File: src/rtl/adder_pkg.sv
// Shared definitions for the adder family: latency limit and the single-lane
// half-adder evaluation used by every cell.
package adder_pkg;

   localparam int MAX_LATENCY = 4;

   typedef struct packed {
      logic sum;
      logic carry;
   } ha_bit_t;

   function automatic ha_bit_t ha_eval(input logic a, input logic b);
      ha_bit_t r;
      r.sum   = a ^ b;
      r.carry = a & b;
      return r;
   endfunction

endpackage

File: src/rtl/half_adder_cell.sv
// One-bit combinational half adder; the top instantiates one per lane.
module half_adder_cell
   import adder_pkg::*;
(
   input  logic a,
   input  logic b,
   output logic sum,
   output logic carry
);

   ha_bit_t res;

   assign res   = ha_eval(a, b);
   assign sum   = res.sum;
   assign carry = res.carry;

endmodule

File: src/rtl/half_adder.sv
// Bitwise half adder with selectable output latency (0 = combinational,
// 1..4 = registered pipeline with valid) and an accepted-operation counter.
module half_adder
   import adder_pkg::*;
#(
   parameter int WIDTH   = 1,
   parameter int LATENCY = 0,
   parameter int CNT_W   = 16
)
(
   input  logic             clk,
   input  logic             rst,
   input  logic             in_valid,
   input  logic [WIDTH-1:0] in_a,
   input  logic [WIDTH-1:0] in_b,
   output logic             out_valid,
   output logic [WIDTH-1:0] sum,
   output logic [WIDTH-1:0] carry,
   output logic [CNT_W-1:0] op_count
);

   typedef struct packed {
      logic [WIDTH-1:0] sum;
      logic [WIDTH-1:0] carry;
   } ha_res_t;

   if (LATENCY < 0 || LATENCY > MAX_LATENCY) begin : g_bad_latency
      $error("half_adder: LATENCY must be in 0..%0d", MAX_LATENCY);
   end
   if (WIDTH < 1) begin : g_bad_width
      $error("half_adder: WIDTH must be at least 1");
   end

   logic [WIDTH-1:0] comb_sum;
   logic [WIDTH-1:0] comb_carry;
   ha_res_t          comb_res;

   // Lanes are fully independent: no carry ever crosses between them.
   for (genvar i = 0; i < WIDTH; i++) begin : g_lane
      half_adder_cell u_cell (
         .a     (in_a[i]),
         .b     (in_b[i]),
         .sum   (comb_sum[i]),
         .carry (comb_carry[i])
      );
   end

   assign comb_res = '{sum: comb_sum, carry: comb_carry};

   if (LATENCY == 0) begin : g_comb
      assign out_valid = in_valid;
      assign sum       = comb_res.sum;
      assign carry     = comb_res.carry;
   end else begin : g_pipe
      logic    valid_pipe [LATENCY];
      ha_res_t res_pipe   [LATENCY];

      // Data stages load every cycle; only the valid bit qualifies them.
      always_ff @(posedge clk) begin
         if (rst) begin
            for (int s = 0; s < LATENCY; s++) begin
               valid_pipe[s] <= 1'b0;
               res_pipe[s]   <= '0;
            end
         end else begin
            valid_pipe[0] <= in_valid;
            res_pipe[0]   <= comb_res;
            for (int s = 1; s < LATENCY; s++) begin
               valid_pipe[s] <= valid_pipe[s-1];
               res_pipe[s]   <= res_pipe[s-1];
            end
         end
      end

      assign out_valid = valid_pipe[LATENCY-1];
      assign sum       = res_pipe[LATENCY-1].sum;
      assign carry     = res_pipe[LATENCY-1].carry;
   end

   // Free-wrapping count of accepted operations; reset takes priority.
   always_ff @(posedge clk) begin
      if (rst) begin
         op_count <= '0;
      end else if (in_valid) begin
         op_count <= op_count + CNT_W'(1);
      end
   end

endmodule

File: config.mk
export PLATFORM = sky130hd
export DESIGN_NAME = half_adder
export DESIGN_NICKNAME = d
export VERILOG_FILES = /design/src/rtl/adder_pkg.sv /design/src/rtl/half_adder_cell.sv /design/src/rtl/half_adder.sv
export SDC_FILE = /design/constraint.sdc
export NUM_CORES = 1
export LEC_CHECK = 0
export CELL_PAD_IN_SITES_DETAIL_PLACEMENT = 2
export CELL_PAD_IN_SITES_GLOBAL_PLACEMENT = 2
export CORE_ASPECT_RATIO = 0.8
export CORE_MARGIN = 1
export CORE_UTILIZATION = 26
export DETAILED_ROUTE_END_ITERATION = 8
export GPL_TIMING_DRIVEN = 0
export PLACE_DENSITY = 0.84
export SLEW_MARGIN = 0
export SYNTH_ARGS = -nofsm -noshare
export SYNTH_HDL_FRONTEND = slang
export SYNTH_HIERARCHICAL = 1
export SYNTH_SLANG_ARGS = --single-unit
export TNS_END_PERCENT = 10
File: constraint.sdc
create_clock -name clk -period 2 [get_ports clk]
set_input_delay 0.3 -clock clk [delete_from_list [all_inputs] [get_ports clk]]
set_output_delay 0.3 -clock clk [all_outputs]
set_load 0.02 [all_outputs]
==> impl_results.md, run 1 <==
- Via count: 695
- Mapped Cells: 85
- Largest registers: op_count x16
- Setup CP Type: in2out
- WL final: 2225 um
- Final cell utilization of the core: 39.13%
- Wirelength per Cell: 14.93 um
- Total negative setup slack: 0 ps
- Clock share of power: 43.0%
- Post-synth top area share: 41.22%
- Status: complete, no violations
- Clock sink count: 16
- Layout Cells excl Fill: 149
- DRT iter0 DRCs: 18
- Max frequency: 532.3 MHz
- Buf/Inv on CP: 2
- Register bit count reported by yosys: 16
- Final setup fails: 0
- Gpl congestion: 0.7142
- CTS clk-pin slew, worst paths: 60 ps
- Psw: 0.1552 mW
- Share of layout cells above drive strength 1: 11.71%
- Vias/cell: 4.664
- Area Overhead vs Synth: 41.38%
- Root Buffer: clkbuf_8
- Period utilization: 93.93%
- Worst setup EP type: output port
- Synth Cell Area: 777.0 um2
- Ranking of synthesized cells by area: dfxtp_1 (41%), nor2_1 (7.7%), xnor2_1 (6.8%)
- Post-synth cell types: 29
- Hold Violations, Final: 0
- Max clock buf depth: 2
- Total Routing Usage GR: 15.63%
- Top cell by count, worst path: clkdlybuf4s50_1
- Mapped Nets: 92
- Max Cap Viol: 0
- Syn_area_per_cell: 9.141 um2
- Slew margin rel.: 68.75%
- Worst-Skew Late Latency: 250 ps
- Total gr overflow: 0
- Largest net degree at the start of global routing: 11
- WP data required: 1700 ps
- Nets: 119
- Final max-slew violation count: 0
- Antenna-violating nets left: 0
- Biggest area consumer among synthesized cells: dfxtp_1
- Switching share of power: 22.79%
- Pwr dens: 619.9 mW/mm2
- Seq/Total Area, Yosys: 41.22%
- Tot Pwr: 0.6810 mW
- CP cell instances: clkdlybuf4s50_1 -> ha_1 -> clkdlybuf4s50_1
- Post-DP HPWL: 1659 um
- Core area: 0.002808 mm2
- WP data arrival: 1580 ps
- Die area: 0.003212 mm2
- DRC: 0
- Synth warnings: 6
- Dpl cells: 145
- DRT Pass-1 Iters: 2
- Comb pwr share: 8.5%
- Antenna violations before repair: 0
- Max FO, Critical Path: 1
- # diodes: 0
- Buffers on Ports: 22
- Largest reg by FF count: op_count
- Flip-flop count of the largest register after layout: 16
- Htree depth: 1
- Sequential share of power: 48.5%
- Slowest CP cell: clkdlybuf4s50_1
- Number of I/O pins: 24
- Maximum vdd ir drop: 286.6 uV
- Pint: 0.5258 mW
- Actual slew at the worst max-slew pin: 468.7 ps
- Hold Crit Class: in2reg
- Element type at the critical path start: primary input
- FP Rows: 17
- Crit-path leading delay family: buffers and inverters
- Final min period: 1879 ps
- Vias in the first global route: 711
- First-pass GRT wire length: 3650 um
- CP max stage delay: 600 ps
- CTS tree: done
- Skew final: 1.962 ps
- DIE HEIGHT: 50.90 um
- Leakage: 0.3859 nW
- CTS Buf Count: 3
- Chip Width: 63.12 um
- Initial Utilization: 27.67%
- Unrepaired setup endpoints after global routing: false
## worst paths after layout
| path | start | to | slack [ps] | cells past startpoint |
|---|---|---|---|---|
| worst max register to register | op_count[5] | op_count[14] | 130 | 4 |
| worst min register to register | op_count[13] | op_count[13] | 510 | 2 |
| worst min-delay path | rst | op_count[8] | 450 | 2 |
| worst max-delay path | in_a | sum | 120 | 3 |
## area by class of cell
type                            count  area (um2)
Timing Repair Buffer               22       219.0
Inverter                            2       7.507
Fill cell                         323        1709
Buffer                              4       18.77
Multi-Input combinational cell     63       430.4
Sequential cell                    16       320.3
Tap cell                           38       47.55
Clock buffer                        4       55.05
## stage by stage
stage          instance area [um2]  worst slack (ps)  hold slack, ps
2_1_floorplan                777.0             211.9           447.6
3_3_place_gp                  1045            -102.8           478.5
3_5_place_dp                  1045            -168.8           488.4
4_1_cts                       1099             96.75           460.8
5_1_grt                       1099             6.697           480.1
6_report                      1099             121.4           452.4
## power groups by stage
stage	Sequential [mW]	Combinational (mW)	Clock [mW]
3_3_place_gp	0.337	0.0563	0
5_1_grt	0.330	0.0632	0.321
6_report	0.330	0.0579	0.293
4_1_cts	0.330	0.0588	0.302
2_1_floorplan	0.342	0.0250	0
3_5_place_dp	0.337	0.0593	0
## cells in the mapped netlist
cell type / number
dfxtp_1: 16
nor2_1: 16
nand2_1: 6
xnor2_1: 6
xor2_1: 4
a21oi_1: 3
clkbuf_1: 3
nand3_1: 3
nor3_1: 3
nor4_1: 3
ha_1: 2
inv_1: 2
mux2_2: 2
a31o_2: 1
and3_1: 1
buf_4: 1
mux2i_1: 1
nand2b_1: 1
nand4_1: 1
nand4_2: 1
nand4_4: 1
nor2b_1: 1
nor4_4: 1
nor4b_2: 1
o21ai_0: 1
o41ai_1: 1
or2_2: 1
or3_1: 1
or3b_1: 1
## cell families after synthesis
| family | count (synthesis) | synth area share [%] |
|---|---|---|
| buffers and inverters | 6 | 3.382 |
| adders and majority gates | 2 | 3.220 |
| DFF | 16 | 41.22 |
| xor gates and xnor gates | 10 | 11.27 |
| AOI/OAI and AO/OA | 6 | 4.830 |
| muxes | 3 | 4.187 |
| and+or+nand+nor | 42 | 31.89 |
## cell usage in the layout (no fill, tap or decap), types with 4 or more instances in the layout
cell type        Yosys  layout
clkdlybuf4s50_1      0      21
nor2_1              16      16
dfxtp_1             16      16
nand2_1              6       6
xnor2_1              6       6
xor2_1               4       4
clkbuf_8             0       4
## routing by layer
layer | global-route usage (%) | share of wire [%] | routed length [um] | up-vias
met5 | 0 | 0 | 0 | -
met4 | 6.977 | 1.5 | 34 | 0
met3 | 4.464 | 3.4 | 75 | 2
met2 | 27.42 | 51 | 1139 | 14
met1 | 17.72 | 44 | 976 | 336
li1 | - | - | - | 343
## worst reg2reg max path: cells and delay by family, from the launching register on
kind | cells | cell delay (ps)
DFF | 1 | 470
muxes | 1 | 370
and+or+nand+nor | 3 | 930
## timing repair
item | 4_1_cts | 5_1_grt
hold buffers | 0 | 0
hold endpoints to repair | 0 | 0
buffers inserted | 0 | 0
resized for setup | 1 | 0
endpoints found under the setup margin | 1 | 0
(Power assumes the default switching activity.)
==> inputs of run 2 (changes only) <==
--- a/config.mk
+++ b/config.mk
@@ -12,7 +12,7 @@
 export CORE_UTILIZATION = 26
 export DETAILED_ROUTE_END_ITERATION = 8
 export GPL_TIMING_DRIVEN = 0
-export PLACE_DENSITY = 0.84
+export PLACE_DENSITY_LB_ADDON = 0.12
 export SLEW_MARGIN = 0
 export SYNTH_ARGS = -nofsm -noshare
 export SYNTH_HDL_FRONTEND = slang
==> run 2 against run 1 <==
Against the previous run:
- cell area unchanged
- fmax rose by 0.38%
- hold slack got worse by 23 ps
- global-route usage decreased by 0.60 points
- total power shrank 0.46%
- routed wire length shrank 6.5%
- critical path type unchanged
- critical endpoint unchanged
- largest cell class unchanged
- largest power group unchanged
- highest routed layer unchanged
==> impl_results.md, run 2 (synthesis gave the netlist of run 1 again) <==
- CP cell instances: clkdlybuf4s50_1 -> ha_1 -> clkdlybuf4s50_1 (unchanged)
- Max FO, Critical Path: 1 (unchanged)
- FP Rows: 17 (unchanged)
- Post-DP HPWL: 1543 um (was 1659 um)
- Slowest CP cell: clkdlybuf4s50_1 (unchanged)
- Final setup fails: 0 (unchanged)
- Die area: 0.003212 mm2 (unchanged)
- Psw: 0.1522 mW (was 0.1552 mW)
- Pint: 0.5257 mW (was 0.5258 mW)
- Number of I/O pins: 24 (unchanged)
- First-pass GRT wire length: 3539 um (was 3650 um)
- Max Cap Viol: 0 (unchanged)
- Hold Crit Class: in2reg (unchanged)
- Layout Cells excl Fill: 149 (unchanged)
- Worst-Skew Late Latency: 250 ps (about the same)
- Vias in the first global route: 714 (was 711)
- Antenna violations before repair: 0 (unchanged)
- Total gr overflow: 0 (unchanged)
- Max frequency: 534.4 MHz (was 532.3 MHz)
- # Post-CTS Setup Buffers: 0 (unchanged)
- Chip Width: 63.12 um (unchanged)
- Root Buffer: clkbuf_8 (unchanged)
- # diodes: 0 (unchanged)
- Comb pwr share: 8.5% (about the same)
- Vias/cell: 4.544 (was 4.664)
- WP data arrival: 1570 ps (was 1580 ps)
- Flip-flop count of the largest register after layout: 16 (unchanged)
- Final max-slew violation count: 0 (unchanged)
- Hold_buf cts: 0 (unchanged)
- Unrepaired setup endpoints after global routing: false (unchanged)
- CP max stage delay: 590 ps (was 600 ps)
- Buffers on Ports: 22 (unchanged)
- Gr busiest metal: met2 (unchanged)
- Final worst slack: 128.6 ps (was 121.4 ps)
- Antenna-violating nets left: 0 (unchanged)
- Fillers: 334 (was 323)
- Core area: 0.002808 mm2 (unchanged)
- DRT iter0 DRCs: 13 (was 18)
- Met2 Use GR: 26.34% (was 27.42%)
- Nets: 119 (unchanged)
- Hold Violations, Final: 0 (unchanged)
- Highest-count cells in the layout ignoring fill and taps: clkdlybuf4s50_1 (21), nor2_1 (16), dfxtp_1 (16) (unchanged)
- Period utilization: 93.57% (was 93.93%)
- Largest reg by FF count: op_count (unchanged)
- Via count: 677 (was 695)
- CTS clk-pin slew, worst paths: 60 ps (about the same)
- Skew final: 1.657 ps (was 1.962 ps)
- Worst setup EP type: output port (unchanged)
- Met1 Usage GRT: 16.71% (was 17.72%)
- Sequential share of power: 48.8% (was 48.5%)
- Gpl congestion: 0.6927 (was 0.7142)
- Leakage: 0.3859 nW (unchanged)
- Largest registers: op_count x16 (unchanged)
- Most common cell after layout, fill and taps aside: clkdlybuf4s50_1 (unchanged)
- Slew margin rel.: 66.17% (was 68.75%)
- WL final: 2080 um (was 2225 um)
- Final min period: 1871 ps (was 1879 ps)
- CTS Buf Count: 3 (unchanged)
- WP data required: 1700 ps (about the same)
- Max clock buf depth: 2 (unchanged)
- Htree depth: 1 (unchanged)
- Pwr dens: 617.1 mW/mm2 (was 619.9 mW/mm2)
- Setup CP Type: in2out (unchanged)
- Status: complete, no violations (unchanged)
- Clock share of power: 42.7% (was 43.0%)
- Largest net degree at the start of global routing: 11 (unchanged)
- Area Overhead vs Synth: 41.38% (unchanged)
- DRT Pass-1 Iters: 4 (was 2)
- DIE HEIGHT: 50.90 um (unchanged)
- Dpl cells: 145 (unchanged)
- DRC: 0 (unchanged)
- Switching share of power: 22.46% (was 22.79%)
- Top cell by count, worst path: clkdlybuf4s50_1 (unchanged)
- Initial Utilization: 27.67% (unchanged)
- Clock sink count: 16 (unchanged)
- CTS tree: done (unchanged)
- Met3 Usage GRT: 5.357% (was 4.464%)
- Share of layout cells above drive strength 1: 11.71% (unchanged)
- Actual slew at the worst max-slew pin: 507.4 ps (was 468.7 ps)
- Element type at the critical path start: primary input (unchanged)
- Maximum vdd ir drop: 340.8 uV (was 286.6 uV)
- Setup WS pre-CTS: -157.9 ps (was -168.8 ps)
- Total Routing Usage GR: 15.02% (was 15.63%)
- Wirelength per Cell: 13.96 um (was 14.93 um)
run 2: area by class of cell:
class	count	area (um2)	share of cell area, %
sequential	16	320.3	29.16
clock buffer	4	55.05	5.011
buffer	4	18.77	1.708
tap	38	47.55	4.328
inverter	2	7.507	0.6834
timing repair buffer	22	219.0	19.93
multi-input combinational	63	430.4	39.18
run 2: layer usage:
| layer | vias up | part of all wire [%] |
|---|---|---|
| li1 | 340 | - |
| met1 | 316 | 45 |
| met2 | 19 | 50 |
| met3 | 2 | 5.0 |
| met4 | 0 | 0.43 |
| met5 | - | 0 |
run 2: worst paths after layout:
kind | start | to | slack, ps | cells after the start
max | in_a | sum | 130 | 3
max reg2reg | op_count[5] | op_count[14] | 150 | 4
min reg2reg | op_count[13] | op_count[13] | 500 | 2
min | rst | op_count[8] | 430 | 2
run 2: power by group through the flow:
stage	clock [mW]	sequential [mW]	combinational, mW
after floorplan	0	0.342	0.0250
after global placement	0	0.337	0.0571
after detailed placement	0	0.337	0.0599
after CTS	0.308	0.330	0.0593
after global routing	0.319	0.331	0.0634
final	0.290	0.330	0.0578
run 2: per-stage QoR:
step	TNS [ps]	power, mW	cell area [um2]	util [%]	hold WS (ps)
3_5_place_dp	-426.3	0.3974	1045	37.21	499.8
2_1_floorplan	0	0.3668	777.0	-	447.6
4_1_cts	0	0.6974	1099	39.13	432.8
3_3_place_gp	-336.2	0.3942	1045	37.21	485.4
6_report	0	0.6779	1099	39.13	429.6
5_1_grt	0	0.7131	1099	39.13	471.8
run 2: repair_timing:
item / 4_1_cts / 5_1_grt
gates resized for setup: 1 / 0
endpoints found under the setup margin: 1 / 0
endpoints found under the hold margin: 0 / 0
run 2: worst max-delay path: cells and delay by family:
| kind | cells | cell delay (ps) |
|---|---|---|
| buf+inv | 2 | 990 |
| fa+ha+maj | 1 | 280 |
==> inputs of run 3 (changes only) <==
--- a/config.mk
+++ b/config.mk
@@ -9,7 +9,7 @@
 export CELL_PAD_IN_SITES_GLOBAL_PLACEMENT = 2
 export CORE_ASPECT_RATIO = 0.8
 export CORE_MARGIN = 1
-export CORE_UTILIZATION = 26
+export CORE_UTILIZATION = 28
 export DETAILED_ROUTE_END_ITERATION = 8
 export GPL_TIMING_DRIVEN = 0
 export PLACE_DENSITY_LB_ADDON = 0.12
==> constraint.sdc (replaced) <==
create_clock -name clk -period 2.2 [get_ports clk]
set_input_delay 0.33 -clock clk [delete_from_list [all_inputs] [get_ports clk]]
set_output_delay 0.33 -clock clk [all_outputs]
set_load 0.02 [all_outputs]
==> run 3 against run 2 <==
Against the previous run:
- count of clock-buffer cells in the layout fell by 1
- cell area fell by 3.1%
- core utilization rose by 2.8 points
- clock power fell by 45%
- first-iteration DRC count fell by 7.7%
- via count rose by 3.1%
- die area fell by 6.9%
- largest power group unchanged
- highest routed layer unchanged
==> impl_results.md, run 3 (synthesis gave the netlist of run 1 again) <==
- Hold Slack: 434.5 ps (was 429.6 ps)
- Hold_buf cts: 0 (unchanged)
- Antenna-violating nets left: 0 (unchanged)
- Met2 Use GR: 29.85% (was 26.34%)
- Final min period: 2110 ps
- Root Buffer: clkbuf_4 (was clkbuf_8)
- CTS Buf Count: 3 (unchanged)
- DRC: 0 (unchanged)
- Core area: 0.002542 mm2 (was 0.002808 mm2)
- Final max-slew violation count: 0 (unchanged)
- Flip-flop count of the largest register after layout: 16 (unchanged)
- Total gr overflow: 0 (unchanged)
- Skew final: 4.252 ps (was 1.657 ps)
- Setup CP Type: in2out (unchanged)
- Pwr dens: 482.1 mW/mm2 (was 617.1 mW/mm2)
- Worst setup EP type: output port (unchanged)
- Psw: 0.1302 mW (was 0.1522 mW)
- Antenna violations before repair: 0 (unchanged)
- Largest reg by FF count: op_count (unchanged)
- Unrepaired setup endpoints after global routing: false (unchanged)
- Leakage: 0.3696 nW (was 0.3859 nW)
- Setup WS pre-CTS: 2.588 ps (was -157.9 ps)
- Final cell utilization of the core: 41.88% (was 39.13%)
- Gpl congestion: 0.6744 (was 0.6927)
- Period utilization: 95.91%
- Largest net degree at the start of global routing: 11 (unchanged)
- Pint: 0.3831 mW (was 0.5257 mW)
- Largest registers: op_count x16 (unchanged)
- Maximum vdd ir drop: 192.0 uV (was 340.8 uV)
- Total negative setup slack: 0 ps (unchanged)
- Dpl cells: 143 (was 145)
- Top cell by count, worst path: clkdlybuf4s50_1 (unchanged)
- Actual slew at the worst max-slew pin: 478.8 ps (was 507.4 ps)
- DRT iter0 DRCs: 12 (was 13)
- Via count: 698 (was 677)
- Htree depth: 1 (unchanged)
- Element type at the critical path start: primary input (unchanged)
- Slowest CP cell: clkdlybuf4s50_1 (unchanged)
- CTS clk-pin slew, worst paths: 90 ps (was 60 ps)
- Post-DP HPWL: 1657 um (was 1543 um)
- Total Routing Usage GR: 17.53% (was 15.02%)
- Final setup fails: 0 (unchanged)
- Gr busiest metal: met2 (unchanged)
- Area Overhead vs Synth: 37.04% (was 41.38%)
- Slew margin rel.: 68.08% (was 66.17%)
- Worst-Skew Late Latency: 290 ps (was 250 ps)
- Status: complete, no violations (unchanged)
- Highest-count cells in the layout ignoring fill and taps: clkdlybuf4s50_1 (22), nor2_1 (16), dfxtp_1 (16) (was clkdlybuf4s50_1 (21), nor2_1 (16), dfxtp_1 (16))
- Max clock buf depth: 2 (unchanged)
- Most common cell after layout, fill and taps aside: clkdlybuf4s50_1 (unchanged)
- Clock sink count: 16 (unchanged)
- Hold Crit Class: in2reg (unchanged)
- Switching share of power: 25.37% (was 22.46%)
- Hold Violations, Final: 0 (unchanged)
- Number of I/O pins: 24 (unchanged)
- FP Rows: 16 (was 17)
- Crit-path leading delay family: buffers and inverters (unchanged)
- Cts repair resizes: 0 (was 1)
- Met3 Usage GRT: 3.979% (was 5.357%)
- # Post-CTS Setup Buffers: 0 (unchanged)
- Final worst slack: 89.99 ps (was 128.6 ps)
- Max FO, Critical Path: 7 (was 1)
- WP data required: 1870 ps (was 1700 ps)
- Chip Width: 60.90 um (was 63.12 um)
- Buffers on Ports: 22 (unchanged)
- Fillers: 292 (was 334)
- # diodes: 0 (unchanged)
- Buf/Inv on CP: 3 (was 2)
- Share of layout cells above drive strength 1: 10.91% (was 11.71%)
- Max frequency: 473.9 MHz
- Clock share of power: 31.1% (was 42.7%)
- Vias in the first global route: 746 (was 714)
- Comb pwr share: 10.4% (was 8.5%)
- WL final: 2175 um (was 2080 um)
- CTS tree: done (unchanged)
- Layout Cells excl Fill: 146 (was 149)
- Vias/cell: 4.781 (was 4.544)
- Sequential share of power: 58.5% (was 48.8%)
- DIE HEIGHT: 49.12 um (was 50.90 um)
- Met1 Usage GRT: 21.41% (was 16.71%)
- WP data arrival: 1780 ps (was 1570 ps)
- Wirelength per Cell: 14.90 um (was 13.96 um)
- CP cell instances: clkdlybuf4s50_1 -> buf_4 -> clkdlybuf4s50_1 (was clkdlybuf4s50_1 -> ha_1 -> clkdlybuf4s50_1)
- Die area: 0.002991 mm2 (was 0.003212 mm2)
- Nets: 119 (unchanged)
- Initial Utilization: 30.56% (was 27.67%)
- DRT Pass-1 Iters: 4 (unchanged)
- Max Cap Viol: 0 (unchanged)
- CP max stage delay: 690 ps (was 590 ps)
- First-pass GRT wire length: 3739 um (was 3539 um)
-- run 3: layer usage --
layer  wire [um]  up-vias
li1            -      340
met3          66        4
met5           0        -
met4          34        0
met2        1134       16
met1         939      338
-- run 3: metrics by stage --
stage	area (um2)	total power, mW
CTS	1065	0.5263
finish	1065	0.5133
global placement	1042	0.3581
global route	1065	0.5406
detailed placement	1042	0.3618
floorplan	777.0	0.3335
-- run 3: final timing paths --
kind | from | to | cells past startpoint | slack [ps]
worst max register to register | op_count[5] | op_count[14] | 4 | 240
worst min-delay path | rst | op_count[8] | 2 | 430
worst min register to register | op_count[13] | op_count[13] | 2 | 520
worst max-delay path | in_valid | out_valid | 3 | 90
-- run 3: area by class of cell --
type,count,area [um2],area share (%)
inverters,2,7.507,0.7051
well taps,36,45.04,4.230
clock buffers,3,22.52,2.115
flip-flops and latches,16,320.3,30.08
multi-input cells,63,430.4,40.42
plain buffers,4,18.77,1.763
repair buffers,22,220.2,20.68
-- run 3: power by group through the flow --
| stage | logic [mW] | clock network (mW) | registers [mW] |
|---|---|---|---|
| finish | 0.0534 | 0.160 | 0.300 |
| global route | 0.0596 | 0.180 | 0.301 |
| CTS | 0.0550 | 0.171 | 0.300 |
| detailed placement | 0.0546 | 0 | 0.307 |
| global placement | 0.0516 | 0 | 0.306 |
| floorplan | 0.0227 | 0 | 0.311 |
